===== src/rtl/logic_unit_arbiter.sv =====
// logic_unit_arbiter
// Shares one bitwise logic datapath (OR/AND/XOR/pass A) between NREQ requesters.
// Round-robin arbitration, valid/ready on each request port and a single registered
// response slot tagged with the index of the requester that produced it.
module logic_unit_arbiter #(
  parameter int NREQ = 4,
  parameter int DW   = 32,
  localparam int IDW = $clog2(NREQ)
) (
  input  logic              clk_i,
  input  logic              rst_ni,
  input  logic [NREQ-1:0]   req_valid_i,
  output logic [NREQ-1:0]   req_ready_o,
  input  logic [NREQ*2-1:0] req_op_i,
  input  logic [NREQ*DW-1:0] req_a_i,
  input  logic [NREQ*DW-1:0] req_b_i,
  output logic              rsp_valid_o,
  input  logic              rsp_ready_i,
  output logic [IDW-1:0]    rsp_id_o,
  output logic [DW-1:0]     rsp_data_o
);

  // Occupancy of the output register
  localparam logic [0:0] EMPTY = 1'b0;
  localparam logic [0:0] FULL  = 1'b1;

  localparam logic [1:0] OP_OR   = 2'b00;
  localparam logic [1:0] OP_AND  = 2'b01;
  localparam logic [1:0] OP_XOR  = 2'b10;

  logic [0:0]     state_q;
  logic [IDW-1:0] rr_q;
  logic [IDW-1:0] rsp_id_q;
  logic [DW-1:0]  rsp_data_q;

  logic [1:0]     op_arr [NREQ];
  logic [DW-1:0]  a_arr  [NREQ];
  logic [DW-1:0]  b_arr  [NREQ];

  logic           can_accept;
  logic           grant_found;
  logic           grant;
  logic [IDW-1:0] grant_idx;
  logic [IDW-1:0] cand;
  logic [DW-1:0]  result;

  // Unpack the flat per-requester buses so the winner can be selected by index
  for (genvar k = 0; k < NREQ; k++) begin : g_unpack
    assign op_arr[k] = req_op_i[k*2 +: 2];
    assign a_arr[k]  = req_a_i[k*DW +: DW];
    assign b_arr[k]  = req_b_i[k*DW +: DW];
  end

  // A new request can be taken when the slot is empty or is being drained this cycle
  assign can_accept = (state_q == EMPTY) | rsp_ready_i;
  assign grant      = rst_ni & can_accept & grant_found;

  // Round-robin search: first valid requester starting at rr_q, wrapping modulo NREQ
  always_comb begin
    grant_found = 1'b0;
    grant_idx   = '0;
    cand        = '0;
    for (int i = 0; i < NREQ; i++) begin
      cand = IDW'((32'(rr_q) + 32'(i)) % 32'(NREQ));
      if (!grant_found && req_valid_i[cand]) begin
        grant_found = 1'b1;
        grant_idx   = cand;
      end
    end
  end

  // One-hot ready towards the winning requester, zero when nothing is granted
  always_comb begin
    req_ready_o = '0;
    if (grant) begin
      req_ready_o[grant_idx] = 1'b1;
    end
  end

  // Bitwise operation on the winner's operands
  always_comb begin
    unique case (op_arr[grant_idx])
      OP_OR:   result = a_arr[grant_idx] | b_arr[grant_idx];
      OP_AND:  result = a_arr[grant_idx] & b_arr[grant_idx];
      OP_XOR:  result = a_arr[grant_idx] ^ b_arr[grant_idx];
      default: result = a_arr[grant_idx];
    endcase
  end

  // Output slot, occupancy and round-robin pointer; drain and capture may share one edge
  always_ff @(posedge clk_i or negedge rst_ni) begin
    if (!rst_ni) begin
      state_q    <= EMPTY;
      rr_q       <= '0;
      rsp_id_q   <= '0;
      rsp_data_q <= '0;
    end else if (grant) begin
      state_q    <= FULL;
      rsp_id_q   <= grant_idx;
      rsp_data_q <= result;
      rr_q       <= (grant_idx == IDW'(NREQ - 1)) ? '0 : grant_idx + IDW'(1);
    end else if (state_q == FULL && rsp_ready_i) begin
      state_q    <= EMPTY;
    end
  end

  assign rsp_valid_o = (state_q == FULL);
  assign rsp_id_o    = rsp_id_q;
  assign rsp_data_o  = rsp_data_q;

endmodule


===== config.mk =====
export PLATFORM = sky130hd
export DESIGN_NAME = logic_unit_arbiter
export DESIGN_NICKNAME = d
export VERILOG_FILES = /design/src/rtl/logic_unit_arbiter.sv
export SDC_FILE = /design/constraint.sdc
export NUM_CORES = 1
export LEC_CHECK = 0
export BUFFER_PORTS_ARGS = -buffer_cell sky130_fd_sc_hd__buf_4
export CAP_MARGIN = 20
export CELL_PAD_IN_SITES_DETAIL_PLACEMENT = 2
export CELL_PAD_IN_SITES_GLOBAL_PLACEMENT = 2
export CORE_MARGIN = 10
export CORE_UTILIZATION = 23
export CTS_BUF_LIST = sky130_fd_sc_hd__clkbuf_8
export CTS_CLUSTER_DIAMETER = 40
export DETAILED_ROUTE_END_ITERATION = 16
export PLACE_DENSITY = 0.93
export SLEW_MARGIN = 20
export SYNTH_ARGS = -nofsm -noshare
export SYNTH_HDL_FRONTEND = slang
export SYNTH_SLANG_ARGS = --single-unit

===== constraint.sdc =====
create_clock -name clk_i -period 4.9 [get_ports clk_i]
set_clock_uncertainty 0.2 [all_clocks]
set_input_delay 1.47 -clock clk_i [delete_from_list [all_inputs] [get_ports clk_i]]
set_output_delay 1.47 -clock clk_i [all_outputs]
set_load 0.01 [all_outputs]

Yosys cells after proc, flatten, opt, wreduce, memory -nomap -nowiden. Cells that the tools add are included.

Flip-flop bits (word level): 37. Logic and storage cells: 68.

Eq/ne operators: 3. Add/subtract/negate cells: 4. Reduce and logical (&&, ||, !) cells: 10. Mux-type cells: 32. $lt $le $gt $ge: 7. Bitwise operators: 8.

Operators by type and width (count): binary-select mux 32 bit (select 2 bit) (2); 2-to-1 mux 32 bit (4); case mux 32 bit (3 select lines) (1); bitwise AND 32 bit (1); bitwise OR 32 bit (1); bitwise XOR 32 bit (1); < comparator 2 x 3 -> 1 bit (second input constant) (5); 2-to-1 mux 2 bit (7); 2-to-1 mux 1 bit (11); binary-select mux 1 bit (select 2 bit) (4); logical AND 1 bit (5); adder 2 x 1 -> 2 bit (second input constant) (2); adder 2 bit (second input constant) (2); binary-select mux 2 bit (select 2 bit) (1); equality test 2 bit (second input constant) (2); 2-to-1 mux 4 bit (1); >= comparator 3 bit (second input constant) (1); zero test 1 bit (3); NOT 2 -> 3 bit (1); bitwise AND 1 bit (2); demux 1 bit (select 2 bit) (1); equality test 2 x 1 -> 1 bit (second input constant) (1); >= comparator 2 x 1 -> 1 bit (second input constant) (1); zero test 2 bit (1); other kinds (3) (3).

Depth between registers and ports, before layout.
Word-level depth: 18. Gate-level depth with buffers: 15. Mapped depth without buffers: 12.

Worst setup path after synthesis. Ideal clock, no wire load.

Path kind: input port to output port. Start: in req_valid_i[3]. End: out req_ready_o[0]. Buffers on the path: 2. Arrival time: 2.996 ns. Setup slack: 0.234 ns. Stages on the path: 8. Path through: and4b_1 > a21o_1 > nor2_8 > inv_2 > clkbuf_1 > buf_1 > ha_1 > and2_1.

Cells in the longest elaborated chain, start to end: 17.

RTL lines: start: declaration (RTL line 12) `input logic [NREQ-1:0] req_valid_i,`; binary-select mux 1 bit (select 2 bit) (RTL line 65) `if (!grant_found && req_valid_i[cand]) begin`; 2-to-1 mux 1 bit (implied by the code) (RTL line 65); 2-to-1 mux 1 bit (RTL line 65); zero test 1 bit (RTL line 65); logical AND 1 bit (RTL line 65); 2-to-1 mux 1 bit (RTL line 65); zero test 1 bit (RTL line 65); logical AND 1 bit (RTL line 65); 2-to-1 mux 1 bit (RTL line 65); zero test 1 bit (RTL line 65); logical AND 1 bit (RTL line 65); 2-to-1 mux 2 bit (RTL line 65); < comparator 2 x 3 -> 1 bit (implied by the code) / >= comparator 2 x 1 -> 1 bit (equally long branches) (RTL line 76) `req_ready_o[grant_idx] = 1'b1;`; logical AND 1 bit (implied by the code) (RTL line 76); 2-to-1 mux 1 bit (implied by the code) (RTL line 76); demux 1 bit (select 2 bit) (RTL line 76); 2-to-1 mux 4 bit * (RTL line 75) `if (grant) begin`; end: declaration (RTL line 13) `output logic [NREQ-1:0] req_ready_o,`.

Every way passes the cells marked *; elsewhere a longest branch is shown, timed or not. The select of a mux whose other input is x is not followed.

Worst setup path after layout.
Start: in req_valid_i[0]. End: out req_ready_o[0].

The elaborated chain is that of the path after synthesis.

==> out/qor.tcl <==
set qor(yosys_warnings) 0
set qor(cts_tree) {done}
set qor(cts.htree.levels) 2
set qor(synth-edff-count) 0
set qor(final-max-slew-violation-count) 0
set qor(synthTopCellsByArea) {sky130_fd_sc_hd__dfrtp_1 (16%), sky130_fd_sc_hd__nand2_1 (15%), sky130_fd_sc_hd__ha_1 (15%)}
set qor(synth_sequential_area_ratio_pct) 16.3
set qor(placed_area_um2) 8290
set qor(synth.top_cell.area_share_pct) 16.3
set qor(cts_resized) 0
set qor(placement.io_buffers) 309
set qor(drv_cap) 0
set qor(worstReg2RegStart) {rr_q[1]$_DFFE_PN0P_}
set qor(post_route_cells_drive_above_1_share_pct) 31.7
set qor(postRouteAntennaNets) 0
set qor(share_clk_of_total_power_pct) 6.5
set qor(cp_cell_sequence) {buf_4 > and4b_1 > a21o_1 > nor2_8 > inv_2 > ha_1 > and2_1 > buf_4}
set qor(power.share.switching_pct) 55.0
set qor(synth_area_leader_cell) {sky130_fd_sc_hd__dfrtp_1}
set qor(critical_path.most_common_cell) {sky130_fd_sc_hd__buf_4}
set qor(multi_input_comb_area_um2) 4250
set qor(max_stage_delay_cell_worst_path) {sky130_fd_sc_hd__nor2_8}
set qor(groute.usage.overall_pct) 19.5
set qor(grt_first_pass_wirelength_um) 48300
set qor(yosys_most_used_dff) {sky130_fd_sc_hd__dfrtp_1}
set qor(critPathMaxFanout) 15
set qor(hold_viol) 0
set qor(met3_usage_pct) 5.29
set qor(final-seq-area_um2) 926
set qor(netlist-cell-type-count) 40
set qor(final_area_um2) 8380
set qor(synth.avg_cell_area_um2) 6.81
set qor(final_period_minus_worst_setup_slack_ps) 4620
set qor(wire_per_inst_um) 22.3
set qor(report.power.total_w) 0.00375
set qor(drc) 0
set qor(io_pins) 310
set qor(required_arrival_time_at_the_worst_endpoint_ps) 3230
set qor(cellPowerDensity_nw_per_um2) 447
set qor(number_of_global_route_vias_before_repair) 8092
set qor(rsz_0062_raised_after_global_routing) {no}
set qor(clockRootBuffer) {sky130_fd_sc_hd__clkbuf_8}
set qor(power.combinational.fraction_pct) 78.7
set qor(clockBufferDepth) 2
set qor(crit_path_end) {req_ready_o[0]}
set qor(floorplan.die.height_um) 177
set qor(place_hpwl_um) 25700
set qor(initial_core_util_pct) 23.4
set qor(clock_latency_ps) 310
set qor(fp.dieArea_um2) 31400
set qor(fin_hold_ws_ps) 303
set qor(timing.final.crit_share_pct) 94.4
set qor(vias_per_cell) 5.03
set qor(top_usage_layer) {met2}
set qor(ys_seq_elements) 37
set qor(final_setup_violating_endpoints) 0
set qor(reg2reg_slack_ps) 1370
set qor(worst_setup_hold_path_clk_slew_ps) 90
set qor(row_count) 57
set qor(fin_nets) 1438
set qor(critical_path.reg2reg.endpoint) {rsp_data_o[14]$_DFFE_PN0P_}
set qor(global_route.overflow_total) 0
set qor(drt_iter0_drc) 282
set qor(synth_async_sr_flop_share_pct) 100
set qor(slew_headroom_pct) 29.1
set qor(critical-path-max-stage-delay_ps) 280
set qor(power_report.internal_total_w) 0.00169
set qor(r2r.worst_path.cells) 9
set qor(numCtsBuffers) 5
set qor(setup.worst_path.start) {req_valid_i[0]}
set qor(postSynthCellCount) 835
set qor(final_core_util_pct) 34.5
set qor(arrival_time_at_the_worst_endpoint_ps) 2950
set qor(power.leakage_nw) 4.22
set qor(groute.layer.met2.usage_pct) 35.6
set qor(totalNegativeSetupSlack_ps) 0
set qor(mappedNetlistArea_um2) 5690
set qor(critical_setup_path_kind) {in -> out}
set qor(drtPass1Iterations) 4
set qor(core_area_um2) 24300
set qor(power.switching_w) 0.00206
set qor(worst_pin_slew_ps) 1060
set qor(pwr-share-seq_pct) 14.7
set qor(max_freq_mhz) 216
set qor(post_cts.repair.setup_buffers) 0
set qor(irDropWorstVdd_v) 0.000179
set qor(run_status) {completed}
set qor(cts_hold_buffers) 0
set qor(antenna_violations_before_repair) 1
set qor(globalplace.congestion) 0.773
set qor(clock-sinks) 37
set qor(area_delta_synth_final_pct) 47.3
set qor(timing.hold.worst.class) {reg -> reg}
set qor(use_met1_pct) 22.4
set qor(cp-start-kind) {primary input}
set qor(final_wl_um) 31800
set qor(critical_path.endpoint_type) {primary output}
set qor(die-width_um) 177
set qor(maximum_number_of_pins_on_one_net_before_global_route_repair) 66
set qor(detailroute.via_count) 7162
set qor(syn_nets) 1174
set qor(fillCellCount) 2872
[Yosys cell counts (all sizes together) (2+ instances only)]
library cell / n
o211ai: 58
dfrtp: 37
mux2i: 29
buf: 27
nand3: 69
a211oi: 37
inv: 67
nor2b: 2
nand2b: 3
a2111oi: 3
a31oi: 32
a21oi: 3
nand2: 229
a21boi: 34
nor2: 7
ha: 68
clkbuf: 42
and2: 36
o21a: 3
a21o: 2
o21ai: 40
[metrics by stage]
stage / setup slack (ps) / cells
global placement: 282 / 1416
floorplan: 234 / 835
CTS: 260 / 1423
finish: 276 / 1424
global route: 156 / 1424
detailed placement: 147 / 1416
[power by group through the flow]
stage / Clock (W) / Sequential (W) / Combinational (W)
3_5_place_dp: 0 / 0.000556 / 0.00300
5_1_grt: 0.000264 / 0.000572 / 0.00332
3_3_place_gp: 0 / 0.000550 / 0.00278
4_1_cts: 0.000254 / 0.000553 / 0.00301
2_1_floorplan: 0 / 0.000589 / 0.00174
6_report: 0.000245 / 0.000552 / 0.00295
[worst min path at each step]
stage,start,end,slack [ps],depth (start not counted)
floorplan,rsp_id_o[0]$_DFFE_PN0P_,rsp_id_o[0]$_DFFE_PN0P_,320,2
global placement,rsp_id_o[1]$_DFFE_PN0P_,rsp_id_o[1]$_DFFE_PN0P_,260,2
detailed placement,rsp_id_o[0]$_DFFE_PN0P_,rsp_id_o[0]$_DFFE_PN0P_,280,2
CTS,rsp_id_o[0]$_DFFE_PN0P_,rsp_id_o[0]$_DFFE_PN0P_,300,2
global route,rsp_data_o[18]$_DFFE_PN0P_,rsp_data_o[18]$_DFFE_PN0P_,340,2
finish,rsp_id_o[0]$_DFFE_PN0P_,rsp_id_o[0]$_DFFE_PN0P_,300,2
[critical path: cells and delay by family]
kind | cells | cell delay, ps
AND/OR/NAND/NOR | 3 | 660
adder cells (fa/ha/maj) | 1 | 190
buffers and inverters | 3 | 390
AO/OA/AOI/OAI | 1 | 250
[flip-flops by register name, summed over array words and instances, names as in the netlist]
| name | flops |
|---|---|
| rr_q | 2 |
| rsp_data_o | 32 |
| rsp_id_o | 2 |
| rsp_valid_o | 1 |
[cell usage in the layout (no fill, tap or decap), types with 29 or more instances in the layout]
cell / n
sky130_fd_sc_hd__a211oi_1: 34
sky130_fd_sc_hd__ha_1: 68
sky130_fd_sc_hd__o21ai_0: 36
sky130_fd_sc_hd__o211ai_1: 58
sky130_fd_sc_hd__dfrtp_1: 37
sky130_fd_sc_hd__inv_1: 65
sky130_fd_sc_hd__nand2_1: 229
sky130_fd_sc_hd__and2_1: 36
sky130_fd_sc_hd__a21boi_0: 32
sky130_fd_sc_hd__mux2i_1: 29
sky130_fd_sc_hd__a31oi_1: 32
sky130_fd_sc_hd__buf_4: 325
sky130_fd_sc_hd__nand3_1: 68
[cells by family after synthesis]
logic type | Yosys count | synth area share [%]
flops | 37 | 16.3
simple gates | 349 | 26.9
mux | 29 | 5.10
buf+inv | 136 | 9.72
compound gates | 216 | 27.1
fa+ha+maj | 68 | 15.0
[routing by layer]
layer  vias to the layer above  part of all wire (%)
met5                         -                     0
met1                      3564                    41
li1                       3398                     -
met2                       174                    51
met4                         0                   1.7
met3                        26                   6.1
[cell type report]
| cell class | count | area share (%) |
|---|---|---|
| inverter | 67 | 3.00 |
| clock buffer | 6 | 0.985 |
| tap | 324 | 4.84 |
| clock inverter | 1 | 0.0448 |
| multi-input combinational | 662 | 50.7 |
| sequential | 37 | 11.0 |
| timing repair buffer | 326 | 29.4 |
| antenna | 1 | 0.0299 |
Note: power is estimated with default switching activity, not from simulation.
